===== config.mk =====
export PLATFORM = sky130hd
export DESIGN_NAME = regfile_wb_scheduler
export DESIGN_NICKNAME = d
export VERILOG_FILES = /design/src/rtl/regfile_wb_scheduler.sv
export SDC_FILE = /design/constraint.sdc
export NUM_CORES = 1
export LEC_CHECK = 0
export BUFFER_PORTS_ARGS = -buffer_cell sky130_fd_sc_hd__buf_4
export CORE_ASPECT_RATIO = 1.75
export CORE_MARGIN = 1
export CORE_UTILIZATION = 54
export CTS_CLUSTER_SIZE = 8
export DETAILED_ROUTE_END_ITERATION = 8
export GPL_ROUTABILITY_DRIVEN = 0
export PLACE_DENSITY = 0.82
export REMOVE_ABC_BUFFERS = 1
export SLEW_MARGIN = 20
export SYNTH_ARGS = -nofsm -noshare
export SYNTH_HDL_FRONTEND = slang
export SYNTH_SLANG_ARGS = --single-unit

===== constraint.sdc =====
create_clock -name clk -period 3.2 [get_ports clk]
set_input_delay 0.16 -clock clk [delete_from_list [all_inputs] [get_ports clk]]
set_output_delay 0.16 -clock clk [all_outputs]
set_load 0.02 [all_outputs]

===== src/rtl/regfile_wb_scheduler.sv =====
// Round-robin arbiter sharing the register-file write port between ALU and LSU
// writebacks, plus a per-register busy scoreboard for issue-stage hazard checks.
module regfile_wb_scheduler #(
  parameter int NUM_REGS = 32,
  parameter int ADDR_W   = 5,
  parameter int DATA_W   = 32
) (
  input  logic              clk,
  input  logic              rst_n,
  input  logic              flush,
  input  logic              alu_valid,
  input  logic [ADDR_W-1:0] alu_rd,
  input  logic [DATA_W-1:0] alu_data,
  output logic              alu_ready,
  input  logic              lsu_valid,
  input  logic [ADDR_W-1:0] lsu_rd,
  input  logic [DATA_W-1:0] lsu_data,
  output logic              lsu_ready,
  output logic              wr_en,
  output logic [ADDR_W-1:0] wr_addr,
  output logic [DATA_W-1:0] wr_data,
  input  logic              mark_en,
  input  logic [ADDR_W-1:0] mark_rd,
  output logic              mark_ok,
  input  logic [ADDR_W-1:0] chk_a,
  input  logic [ADDR_W-1:0] chk_b,
  output logic              busy_a,
  output logic              busy_b,
  output logic              err_waw
);

  typedef enum logic {SRC_ALU = 1'b0, SRC_LSU = 1'b1} src_e;

  src_e                last_grant_q, last_grant_d;
  logic                wr_en_q, wr_en_d;
  logic [ADDR_W-1:0]   wr_addr_q, wr_addr_d;
  logic [DATA_W-1:0]   wr_data_q, wr_data_d;
  logic [NUM_REGS-1:0] busy_q, busy_d;
  logic                err_waw_q, err_waw_d;

  // On a tie the source that did not win last time is served.
  always_comb begin
    alu_ready = 1'b0;
    lsu_ready = 1'b0;
    if (!flush) begin
      alu_ready = alu_valid && (!lsu_valid || (last_grant_q == SRC_LSU));
      lsu_ready = lsu_valid && (!alu_valid || (last_grant_q == SRC_ALU));
    end
  end

  assign mark_ok = (mark_rd == '0) || !busy_q[mark_rd];
  assign busy_a  = (chk_a != '0) && busy_q[chk_a];
  assign busy_b  = (chk_b != '0) && busy_q[chk_b];

  assign wr_en   = wr_en_q;
  assign wr_addr = wr_addr_q;
  assign wr_data = wr_data_q;
  assign err_waw = err_waw_q;

  always_comb begin
    last_grant_d = last_grant_q;
    wr_en_d      = 1'b0;
    wr_addr_d    = wr_addr_q;
    wr_data_d    = wr_data_q;
    busy_d       = busy_q;
    err_waw_d    = err_waw_q;

    if (alu_ready) begin
      last_grant_d = SRC_ALU;
      wr_en_d      = (alu_rd != '0);
      wr_addr_d    = alu_rd;
      wr_data_d    = alu_data;
    end else if (lsu_ready) begin
      last_grant_d = SRC_LSU;
      wr_en_d      = (lsu_rd != '0);
      wr_addr_d    = lsu_rd;
      wr_data_d    = lsu_data;
    end

    // Clear on commit first so a same-edge claim of that register wins.
    if (wr_en_q) busy_d[wr_addr_q] = 1'b0;
    if (mark_en && mark_ok && (mark_rd != '0)) busy_d[mark_rd] = 1'b1;
    if (mark_en && !mark_ok) err_waw_d = 1'b1;

    if (flush) begin
      last_grant_d = SRC_LSU;
      busy_d       = '0;
      err_waw_d    = 1'b0;
    end
    busy_d[0] = 1'b0;
  end

  always_ff @(posedge clk or negedge rst_n) begin
    if (!rst_n) begin
      last_grant_q <= SRC_LSU;
      wr_en_q      <= 1'b0;
      wr_addr_q    <= '0;
      wr_data_q    <= '0;
      busy_q       <= '0;
      err_waw_q    <= 1'b0;
    end else begin
      last_grant_q <= last_grant_d;
      wr_en_q      <= wr_en_d;
      wr_addr_q    <= wr_addr_d;
      wr_data_q    <= wr_data_d;
      busy_q       <= busy_d;
      err_waw_q    <= err_waw_d;
    end
  end

endmodule


==> flow_summary.yaml <==
outcome:
  status: "finished, final reports clean"
global_route:
  met3_usage_pct: 9.50
  grt_pass1_vias: 4170
  antenna_found_initial: 0
  use_met2_pct: 56.5
  grt_max_degree: 72
  grt.busiest_layer: "met2"
  grt.total_usage_pct: 32.6
  grt_pass1_wl_mm: 20.8
  overflow: 0
  gr-usage-met1_pct: 33.8
pwr:
  power.leakage_nw: 2.60
  power_density_nw_per_um2: 467
  irDropWorstVdd_mv: 0.374
synthesis:
  yosysWarnings: 0
  synthCells: 419
  synthAdderAreaFrac_pct: 0
  yosys.area.top_type_share_pct: 40.6
  synth_area_leaders: "dfrtp_1, mux4_2, mux2i_1, o21ai_0, a222oi_1"
  async_flop_share_pct: 100
  ys.flop_type: "dfrtp_1"
  synth_mux_area_share_pct: 19.4
  synth_top_cell_by_area: "dfrtp_1"
  synth-simple-area-share_pct: 19.0
  netlist_area_sq_um: 4320
  synth_top_family_by_area: "multiplexers"
  synth_compound_gate_area_share_pct: 15.5
  synth_edf_count: 0
  syn_area_per_cell_sq_um: 10.3
  ys_types: 41
  synth-seq-cells: 71
  ys_seq_area_share_pct: 41.2
  synth-xor-area-share_pct: 0
route:
  via_per_inst: 6.51
  ant_nets: 0
  drt-wirelength-per-cell_um: 20.9
  drtIter0Drc: 368
  drt_wl_total_mm: 13.2
  drc: 0
  dr.pass1.iters: 5
  vias: 4116
die:
  io_pins: 139
  core_area_sq_um: 7670
  die_y_um: 120
  fp-row-count: 42
  initial_core_util_pct: 56.3
  die_x_um: 69.6
  dieArea_sq_um: 8370
worst_setup_path:
  reg2reg_to: "err_waw"
  cp_max_fo: 6
  critical_path_buf_inv_count: 2
  reg2reg_depth: 5
  slowest_delay_ns: 0.47
  path_cells: "mux4_2 > a22oi_1 > buf_4 > nor3b_1 > buf_4"
  reg2reg_from: "busy_q[17]"
  crit_path_end_kind: "output port"
  rrSetupSlack_ns: 1.22
  cp_top_family: "compound AO/OA/AOI/OAI gates"
  cp.arrival_ns: 2.25
  critPathRequiredTime_ns: 3.04
  start_kind: "register"
  path_common_cell: "buf_4"
  critPathSlowestCell: "a22oi_1"
  crit_type: "register to output port"
final_layout:
  area_delta_synth_final_pct: 32.0
  final_cell_mix: "buf_4, dfrtp_1, nand2_1, o21ai_0, mux4_2"
  final_common_cell: "buf_4"
  layout.nets: 634
  final_area_sq_um: 5700
  n_antenna_cell: 0
  drive_above_1_share_pct: 35.7
  final_util_pct: 74.3
timing:
  fin_skew_ns: 0.00631
  hold_ws_ns: 0.0420
  max_slew_margin_pct: 39.5
  final-max-slew-violation-count: 0
  rsz0062_at_grt: "no"
  hold_viol: 0
  worst_pin_slew_ns: 0.908
  period_share_pct: 75.5
  setup_viol: 0
  fin_crit_ns: 2.41
  max_freq_ghz: 0.414
clocking:
  cts_num_sinks: 71
  clk_pin_slew_ns: 0.06
  postCtsSetupRepairBufs: 0
  cts_buffers: 9
  clkLatencyLatePin_ns: 0.33
  cts_max_path_buffers: 2
  cts_resized: 0
  cts_tree: "built"
  cts-htree-levels: 3
  cts_hold_buf: 1
  ctsRootBufferMaster: "clkbuf_16"
run:
  drv_cap: 0
hold_path:
  hp-start: "lsu_data[6]"
  min_path_cells: 3
  hold-path-endpoint: "wr_data[6]"
  hold_path.class: "input pin to register"
placed_design:
  port-buffer-count: 138
  dp_hpwl_mm: 9.44
  place_area_sq_um: 5360
## flip-flops by register name, indices dropped and copies added (netlist names)
name	count
busy_q	31
err_waw	1
last_grant_q	1
wr_addr	5
wr_data	32
wr_en	1
## tightest hold or removal path: stages
cell	delay, ns
buf_4	0.08
a222oi_1	0.05
inv_1	0.05
## cell usage after synthesis, types with 5 or more instances
cell type and count:
nand3b_1 21, nor2b_1 19, dfrtp_1 70, inv_1 19
o21ai_0 42, o31ai_1 9, buf_2 6, a21oi_1 5
mux4_2 24, mux2i_1 23, nor2_1 5, nand2_1 45
nor3b_1 9, a222oi_1 17, and3b_1 6, mux2_2 6
o21ai_1 17, clkbuf_1 24, nand3_1 20
## metrics by stage
step / power [mW] / setup WS (ns) / setup TNS, ns / instances
finish: 2.66 / 0.785 / 0 / 632
global route: 2.76 / 0.709 / 0 / 632
CTS: 2.67 / 0.783 / 0 / 631
detailed placement: 1.62 / 1.12 / 0 / 614
global placement: 1.61 / 1.12 / 0 / 614
floorplan: 1.30 / -1.69 / -58.83 / 386
## how the worst max path moves through the flow
stage / slack (ns) / depth (start not counted) / endpoint / start
final: 0.79 / 5 / mark_ok / busy_q[17]
after global routing: 0.71 / 5 / mark_ok / busy_q[19]
after CTS: 0.78 / 5 / mark_ok / busy_q[19]
after detailed placement: 1.12 / 6 / mark_ok / mark_rd[0]
after global placement: 1.12 / 6 / mark_ok / mark_rd[0]
after floorplan: -1.69 / 3 / wr_addr[0] / last_grant_q
## metal layers
layer	vias up	share of wire, %	wire (um)
li1	1812	-	-
met1	1935	33	4330
met2	300	51	6750
met3	69	9.7	1270
met4	0	6.3	834
met5	-	0	0
## final cells by class
class	instances	area, sq um
well taps	88	110
repair buffers	142	1080
clock buffers	12	236
flip-flops and latches	71	1780
clock inverters	4	70.1
fillers	551	1970
inverters	19	71.3
multi-input cells	296	2350
## power breakdown
group	total [mW]	internal, mW	switching [mW]
logic	0.574	0.263	0.311
clock network	1.05	0.680	0.366
registers	1.04	0.970	0.0725
## cell families (layout without fill, tap and decap cells)
family	after synthesis	after routing
simple gates	143	143
compound gates	100	100
buf+inv	52	177
flops	71	71
mux	53	53
No activity file was read; power rests on OpenSTA's default activity.
